## src/rtl/slt32_seq.sv

```systemverilog
// Multi-cycle SLT/SLTU unit: scans the operands MSB-first, STEP bits per cycle,
// and stops at the first chunk in which A and B differ.
module slt32_seq #(
    parameter int STEP = 4
) (
    input  logic        clk,
    input  logic        rst_n,
    input  logic        start,
    input  logic        is_unsigned,
    input  logic [31:0] A,
    input  logic [31:0] B,
    output logic        busy,
    output logic        done,
    output logic [31:0] R
);
    localparam int NCHUNK = 32 / STEP;
    localparam int KW     = (NCHUNK > 1) ? $clog2(NCHUNK) : 1;

    generate
        if (!(STEP == 1 || STEP == 2 || STEP == 4 || STEP == 8 || STEP == 16 || STEP == 32)) begin : g_step_check
            $error("slt32_seq: STEP must be 1, 2, 4, 8, 16 or 32");
        end
    endgenerate

    typedef enum logic [1:0] {
        IDLE = 2'd0,
        SCAN = 2'd1,
        DONE = 2'd2
    } state_t;

    state_t        state_q, state_d;
    logic [KW-1:0] k_q, k_d;
    logic [31:0]   a_q, a_d, b_q, b_d, r_q, r_d;
    logic          uns_q, uns_d;

    logic [4:0]      shamt;
    logic [31:0]     a_sh, b_sh;
    logic [STEP-1:0] ca, cb, diff;
    logic            hit, lt, accept;

    // Align chunk k to the top of the word; only the sign bit of chunk 0 is treated as signed.
    always_comb begin
        shamt = 5'(STEP * int'(k_q));
        a_sh  = a_q << shamt;
        b_sh  = b_q << shamt;
        ca    = a_sh[31 -: STEP];
        cb    = b_sh[31 -: STEP];
        diff  = ca ^ cb;
        hit   = |diff;
        lt    = 1'b0;
        for (int j = 0; j < STEP; j++) begin
            if (diff[j]) begin
                lt = (j == STEP - 1 && k_q == '0 && !uns_q) ? ca[j] : ~ca[j];
            end
        end
    end

    always_comb begin
        state_d = state_q;
        k_d     = k_q;
        a_d     = a_q;
        b_d     = b_q;
        uns_d   = uns_q;
        r_d     = r_q;
        accept  = start && (state_q == IDLE || state_q == DONE);

        case (state_q)
            IDLE: ;
            SCAN: begin
                if (hit || k_q == KW'(NCHUNK - 1)) begin
                    r_d     = {31'b0, lt};
                    state_d = DONE;
                end else begin
                    k_d = k_q + KW'(1);
                end
            end
            DONE:    state_d = IDLE;
            default: state_d = IDLE;
        endcase

        // A request in DONE overrides the return to IDLE, giving back-to-back compares.
        if (accept) begin
            a_d     = A;
            b_d     = B;
            uns_d   = is_unsigned;
            k_d     = '0;
            state_d = SCAN;
        end
    end

    always_ff @(posedge clk or negedge rst_n) begin
        if (!rst_n) begin
            state_q <= IDLE;
            k_q     <= '0;
            a_q     <= '0;
            b_q     <= '0;
            uns_q   <= 1'b0;
            r_q     <= '0;
        end else begin
            state_q <= state_d;
            k_q     <= k_d;
            a_q     <= a_d;
            b_q     <= b_d;
            uns_q   <= uns_d;
            r_q     <= r_d;
        end
    end

    assign busy = (state_q == SCAN);
    assign done = (state_q == DONE);
    assign R    = r_q;

endmodule
```

## config.mk

```make
export PLATFORM = sky130hd
export DESIGN_NAME = slt32_seq
export DESIGN_NICKNAME = d
export VERILOG_FILES = /design/src/rtl/slt32_seq.sv
export SDC_FILE = /design/constraint.sdc
export NUM_CORES = 1
export LEC_CHECK = 0
export ABC_AREA = 1
export CORE_MARGIN = 1.5
export CORE_UTILIZATION = 36
export DETAILED_ROUTE_END_ITERATION = 8
export GPL_TIMING_DRIVEN = 0
export HOLD_SLACK_MARGIN = 0.03
export SKIP_CTS_REPAIR_TIMING = 1
export SYNTH_ARGS = -nofsm -noshare
export SYNTH_HDL_FRONTEND = slang
export SYNTH_SLANG_ARGS = --single-unit
```

## constraint.sdc

```tcl
create_clock -name clk -period 5.7 [get_ports clk]
set_clock_uncertainty 0.05 [all_clocks]
set_input_delay 1.425 -clock clk [delete_from_list [all_inputs] [get_ports clk]]
set_output_delay 1.425 -clock clk [all_outputs]
set_load 0.01 [all_outputs]
```

==> Yosys cells after proc, flatten, opt, wreduce, memory -nomap -nowiden <==
Index checks and enable logic that the tools add are counted.
{ "op_classes": {"n_addsub": 1, "n_eq_ne": 6, "n_shift": 2, "n_mux": 11, "bitwise": 5, "n_reduce_logical": 12} }
{ "ops": {"columns": ["operator", "n"], "rows": [
  ["$shl A32 B5 Y32", 2],
  ["$mux W3", 3],
  ["$reduce_and A2 Y1", 3],
  ["$mux W1", 5],
  ["$mux W2", 2],
  ["$ne A2 B2 Y1 const B", 2],
  ["$not A1 Y1", 4],
  ["$pmux W2 S2", 1],
  ["$reduce_or A4 Y1", 1],
  ["$xor A4 B4 Y4", 1],
  ["$add A3 B1 Y3 const B", 1],
  ["$eq A3 B3 Y1 const B", 1],
  ["$logic_not A3 Y1", 1],
  ["$ne A3 B1 Y1 const B", 1],
  ["$eq A2 B1 Y1 const B", 1],
  ["$eq A2 B2 Y1 const B", 1],
  ["$logic_and A1 B1 Y1", 2],
  ["$logic_not A2 Y1", 1],
  ["$logic_or A1 B1 Y1", 2],
  ["$reduce_bool A2 Y1", 1],
  ["$logic_not A1 Y1", 1]
]} }
{ "totals": {"ff_bits": 71, "input_bits": 68, "out_inout_bits": 34} }

==> Depth between registers and ports, before layout <==
Gate-level depths: netlist (run 1).
{ "logic_depth": {"word_depth": 7, "mapped_depth": 16, "depth_no_buf": 13} }

==> Worst setup path before layout (run 1) <==
Ideal clock, no wire load.
{ "synth_timing": {"path_kind": "register to register", "startpoint": "register k_q[1]", "endpoint": "register r_q[0] (netlist: R[0])", "t_arrival_ns": 2.165, "path_slack_ns": 3.370, "path_stages_with_launch": 15, "n_path_buf": 2, "synth_period_minus_slack_ns": 2.330, "path_cell_list": "dfrtp_1 -> buf_2 -> inv_2 -> clkbuf_1 -> o21ai_0 -> o221ai_1 -> o21ai_0 -> ha_1 -> nand2_1 -> nor3b_1 -> nand3_1 -> nand2_1 -> inv_2 -> nand2_2 -> nand2_2"} }
{ "synth_via": {"elab_chain_cells": 6, "elab_cells_between_ends": 18, "cone_classes": "eq/ne: 1; shift: 2; mux: 5; bitwise: 5; reduce/logical: 5"} }
{ "synth_rtl": {"columns": ["item", "line_no", "text"], "rows": [
  ["start, declared", "32", "logic [KW-1:0] k_q, k_d;"],
  ["start signal, assigned", "101", "k_q <= k_d;"],
  ["$shl A32 B5 Y32, on equally long branches", "44, 45", null],
  ["$xor A4 B4 Y4 or $not A1 Y1 (tied branches)", "48, 53", null],
  ["$mux W1 (4 in a row)", "52", "if (diff[j]) begin"],
  ["end signal, assigned", "105", "r_q <= r_d;"],
  ["end, declared", "33", "logic [31:0] a_q, a_d, b_q, b_d, r_q, r_d;"]
]} }
Parallel ways exist; a longest one is shown, timed or not.
A chain may end at the register's enable or synchronous reset.

==> Worst setup path after layout (run 1) <==
{ "layout_timing": {"startpoint": "register state_q[1]", "endpoint": "output busy"} }
{ "layout_via": {"elab_chain_cells": 1} }
{ "layout_rtl": {"columns": ["item", "line_no", "text"], "rows": [
  ["start, declared", "31", "state_t state_q, state_d;"],
  ["start signal, assigned", "100", "state_q <= state_d;"],
  ["$eq A2 B1 Y1", "109", "assign busy = (state_q == SCAN);"],
  ["end, declared", "12", "output logic busy,"]
]} }
No other way between the ends.

==> flow_metrics.env, run 1 <==
export IMPL_cts_made_buffers=9
export IMPL_worstPathMaxFanout=3
export IMPL_yosysUniqueCellTypes=23
export IMPL_antennaDiodeCount=0
export IMPL_seqCellArea_mm2=0.00178
export IMPL_clock_path_buffers=2
export IMPL_ir_worst_vdd_mv=0.149
export IMPL_grt_max_degree=72
export IMPL_required_ns=4.22
export IMPL_hold_viol=0
export IMPL_port_buffers=70
export IMPL_maxCapViolations=0
export IMPL_drive_gt1_share_pct=13.0
export IMPL_synthTopCellsByArea="dfrtp_1 (48%), nand2_1 (21%), buf_4 (6.5%)"
export IMPL_finalCriticalPeriod_ns=3.11
export IMPL_end_kind="output pin"
export IMPL_ios=102
export IMPL_grt_pass1_vias=3274
export IMPL_clkSinkCount=71
export IMPL_multi_input_area_mm2=0.00159
export IMPL_rsz0062_at_grt="no"
export IMPL_routed_wl_mm=9.31
export IMPL_finalSetupViolCount=0
export IMPL_arrival_ns=1.63
export IMPL_grt_pass1_wl_mm=15.7
export IMPL_switchingPower_uw=735
export IMPL_cts_tree="built"
export IMPL_fmax_ghz=0.322
export IMPL_start_util_pct=37.6
export IMPL_min_from="a_q[20]"
export IMPL_cts_root_buf="clkbuf_8"
export IMPL_ys_flop_type="dfrtp_1"
export IMPL_dieHeight_um=105
export IMPL_hp_class="reg2reg"
export IMPL_ant_nets=0
export IMPL_grt_overflow=0
export IMPL_track_usage_pct=17.9
export IMPL_setup_tns_final_ns=0
export IMPL_synthCells=491
export IMPL_dieArea_mm2=0.0110
export IMPL_ys_seq_area_share_pct=47.7
export IMPL_place_congestion=0.846
export IMPL_hpwl_mm=6.71
export IMPL_syn2layout_area_growth_pct=33.1
export IMPL_die_w_um=105
export IMPL_vias=3334
export IMPL_criticalPathCategory="reg2out"
export IMPL_r2r_start="k_q[1]"
export IMPL_drt_iter0_drc=140
export IMPL_drc_errors=0
export IMPL_p_seq_share_pct=36.2
export IMPL_sw_frac_of_total_pct=36.7
export IMPL_leakagePower_uw=0.00259
export IMPL_clk_pin_slew_ns=0.08
export IMPL_drv_slew=0
export IMPL_synth_area_mm2=0.00372
export IMPL_whs_endpoint="a_q[20]"
export IMPL_clkPwrFrac_pct=25.4
export IMPL_tightestPinTransition_ns=0.892
export IMPL_core_mm2=0.00991
export IMPL_synth_warnings=0
export IMPL_synth_edf_count=0
export IMPL_internal_power_uw=1270
export IMPL_reg2reg_slack_ns=2.76
export IMPL_final_cell_mix="nand2_1 (208), dfrtp_1 (71), clkdlybuf4s50_1 (69)"
export IMPL_postPlaceCellArea_mm2=0.00470
export IMPL_whs_path_depth=2
export IMPL_finalCritPeriodShare_pct=54.5
export IMPL_pwr_share_comb_pct=38.4
export IMPL_fin_area_mm2=0.00496
export IMPL_mostFrequentLayoutCell="nand2_1"
export IMPL_setup_worst_path_start_class="flip-flop"
export IMPL_synth_top_area_share_pct=47.7
export IMPL_synth_area_per_cell_um2=7.58
export IMPL_fillers=1012
export IMPL_r2r_end="R[0]"
export IMPL_htree_levels=3
export IMPL_finalHoldWorstSlack_ns=0.432
export IMPL_vias_per_cell=4.51
export IMPL_final_core_util_pct=50.0
export IMPL_synthArstFlopShare_pct=100
export IMPL_clk_latency_ns=0.35
export IMPL_core_rowCount=36
export IMPL_nets=676
export IMPL_powerDensity_mw_per_mm2=404
export IMPL_antenna_found_initial=0
export IMPL_dp_cells=724
export IMPL_r2r_cells=14
export IMPL_yosysTopAreaCell="dfrtp_1"
export IMPL_firstDrtPassIters=4
export IMPL_slew_headroom_pct=40.5
export IMPL_ys_seq_elements=71
export IMPL_wire_per_inst_um=12.6
export IMPL_instances_no_fill=740
export IMPL_status="finished clean"
-- cell type report --
class                           instances  area share, %
Sequential cell                        71           35.8
Multi-Input combinational cell        366           32.0
Timing Repair Buffer                   70           14.1
Buffer                                 57           7.42
Tap cell                              133           3.36
Clock buffer                           11           3.05
Clock inverter                          5           2.10
Inverter                               27           2.10
-- cells in the mapped netlist (2+ instances only) --
cell type and count:
clkbuf_1 8, o221ai_1 3, a31oi_1 3, nand3_1 15
o22ai_1 6, ha_1 6, buf_2 15, nor2_1 36
buf_4 32, nand2_2 6, buf_6 2, inv_1 23
dfrtp_1 71, o21ai_0 45, nand2_1 208, nand3_2 4
inv_2 2
-- how the worst max path moves through the flow --
stage | cells after the start | startpoint | endpoint
global route | 14 | k_q[1] | R[0]
floorplan | 14 | k_q[1] | R[0]
CTS | 2 | state_q[1] | busy
global placement | 1 | rst_n | a_q[4]
finish | 2 | state_q[1] | busy
detailed placement | 6 | start | b_q[23]
-- metrics by stage --
| step | setup slack (ns) | power, µW |
|---|---|---|
| floorplan | 3.37 | 1250 |
| global placement | 0.723 | 1480 |
| detailed placement | 2.53 | 1490 |
| CTS | 2.59 | 2020 |
| global route | 2.52 | 2160 |
| finish | 2.59 | 2000 |
-- power by group through the flow --
stage	logic (µW)	clock network (µW)	registers, µW
global route	875	543	744
floorplan	536	0	715
finish	769	510	725
detailed placement	758	0	734
global placement	743	0	732
CTS	768	521	726
-- worst max-delay path, stage by stage, from the launching register on --
cell and delay, ns:
dfrtp_1 0.41, nor2_1 0.27, clkdlybuf4s50_1 0.60
-- flip-flops by register name, summed over array words and instances, names as in the netlist --
signal,count
R,1
a_q,32
uns_q,1
b_q,32
state_q,2
k_q,3
-- kinds of logic (layout without fill, tap and decap cells) --
kind of cell	after synthesis	in the layout	share of synthesized area [%]
DFF	71	71	47.7
adders and majority gates	6	6	2.02
and+or+nand+nor	270	270	28.9
other	1	31	0.101
buffers and inverters	84	170	12.7
AOI/OAI and AO/OA	59	59	8.60
-- routing by layer --
metal / routed length (µm) / GRT usage [%] / vias to the layer above
li1: - / - / 1692
met1: 4340 / 24.4 / 1528
met2: 4290 / 28.8 / 103
met3: 556 / 2.74 / 11
met4: 115 / 6.56 / 0
met5: 0 / 0 / -
Power figures use the tool's default switching activity.
==> run 2: changes to the inputs <==
- PLACE_DENSITY: not set -> 0.65
- clock period: 5.7 -> 2.5 ns (I/O delays scaled with it)
==> flow_metrics.env, run 2 (synthesis results as in run 1) <==
export IMPL_status="finished clean"
export IMPL_core_rowCount=36
export IMPL_wire_per_inst_um=12.6
export IMPL_worstPathMaxFanout=3
export IMPL_reg_top3="a_q (32), b_q (32), k_q (3)"
export IMPL_final_cell_mix="nand2_1 (206), dfrtp_1 (71), clkdlybuf4s50_1 (69)"
export IMPL_clock_path_buffers=2
export IMPL_dieArea_mm2=0.0110
export IMPL_antenna_found_initial=0
export IMPL_hold_viol=0
export IMPL_fillers=985
export IMPL_port_buffers=70
export IMPL_htree_levels=3
export IMPL_setup_worst_path_start_class="flip-flop"
export IMPL_clk_pin_slew_ns=0.07
export IMPL_clkSinkCount=71
export IMPL_cts_tree="built"
export IMPL_core_mm2=0.00991
export IMPL_hp_class="in2async"
export IMPL_fin_area_mm2=0.00506
export IMPL_vias=3402
export IMPL_cts_root_buf="clkbuf_8"
export IMPL_hpwl_mm=6.71
export IMPL_slew_headroom_pct=40.2
export IMPL_drc_errors=0
export IMPL_nets=682
export IMPL_start_util_pct=37.6
export IMPL_finalCritPeriodShare_pct=92.4
export IMPL_clk_latency_ns=0.36
export IMPL_place_congestion=0.841
export IMPL_mostFrequentLayoutCell="nand2_1"
export IMPL_setup_tns_final_ns=0
export IMPL_ios=102
export IMPL_dieHeight_um=105
export IMPL_end_kind="output pin"
export IMPL_grt_max_degree=72
export IMPL_finalSetupViolCount=0
export IMPL_drt_iter0_drc=140
export IMPL_tightestPinTransition_ns=0.897
export IMPL_drive_gt1_share_pct=15.4
export IMPL_grt_pass1_wl_mm=15.4
export IMPL_criticalPathCategory="reg2out"
export IMPL_track_usage_pct=17.5
export IMPL_arrival_ns=1.64
export IMPL_postPlaceCellArea_mm2=0.00470
export IMPL_leakagePower_uw=0.00264
export IMPL_grt_overflow=0
export IMPL_firstDrtPassIters=5
export IMPL_required_ns=1.82
export IMPL_ant_nets=0
export IMPL_vias_per_cell=4.57
export IMPL_finalCriticalPeriod_ns=2.31
export IMPL_powerDensity_mw_per_mm2=898
export IMPL_routed_wl_mm=9.40
export IMPL_antennaDiodeCount=0
export IMPL_finalHoldWorstSlack_ns=0.345
export IMPL_cts_made_buffers=9
export IMPL_ir_worst_vdd_mv=0.411
export IMPL_die_w_um=105
export IMPL_fmax_ghz=0.433
export IMPL_grt_pass1_vias=3284
export IMPL_maxCapViolations=0
export IMPL_syn2layout_area_growth_pct=36.0
export IMPL_drv_slew=0
## run 2: power breakdown
group,switching (µW),total [µW],internal [µW]
combinational,1130,2000,869
clock,432,885,453
sequential,172,1660,1490
## run 2: per-layer routing
| layer | up-vias | wire length (µm) | global-route usage (%) |
|---|---|---|---|
| li1 | 1713 | - | - |
| met1 | 1570 | 4180 | 22.7 |
| met2 | 105 | 4530 | 29.2 |
| met3 | 14 | 554 | 4.68 |
| met4 | 0 | 131 | 4.31 |
| met5 | - | 0 | 0 |
## run 2: final timing paths
| check | slack, ns | cells after the start | end | startpoint |
|---|---|---|---|---|
| setup / recovery | 0.19 | 2 | busy | state_q[1] |
| hold / removal | 0.34 | 1 | b_q[15] | rst_n |
| setup reg to reg | 0.19 | 13 | k_q[2] | k_q[0] |
| hold reg to reg | 0.43 | 2 | b_q[16] | b_q[16] |
| max in group asynchronous | 1.48 | 1 | b_q[26] | rst_n |
| min in group clk | 0.43 | 2 | b_q[16] | b_q[16] |
## run 2: worst max-delay path, stage by stage, from the launching register on
cell,delay [ns]
dfrtp_1,0.40
nor2_1,0.26
clkdlybuf4s50_1,0.62
## run 2: metrics by stage
stage | power, µW | worst slack (ns) | util [%] | std cells
6_report | 4550 | 0.189 | 51.1 | 745
2_1_floorplan | 2850 | 0.170 | - | 521
4_1_cts | 4290 | -0.406 | 49.3 | 739
3_5_place_dp | 3400 | -0.369 | 47.4 | 724
3_3_place_gp | 3350 | -1.58 | 47.5 | 724
5_1_grt | 4920 | -0.0202 | 51.1 | 745
## run 2: cell type report
class / count / area [µm²] / share of cell area [%]
Buffer: 56 / 410 / 8.10
Clock buffer: 9 / 124 / 2.45
Clock inverter: 6 / 62.6 / 1.24
Inverter: 27 / 111 / 2.20
Multi-Input combinational cell: 366 / 1630 / 32.1
Sequential cell: 71 / 1780 / 35.1
Tap cell: 133 / 166 / 3.29
Timing Repair Buffer: 77 / 786 / 15.5
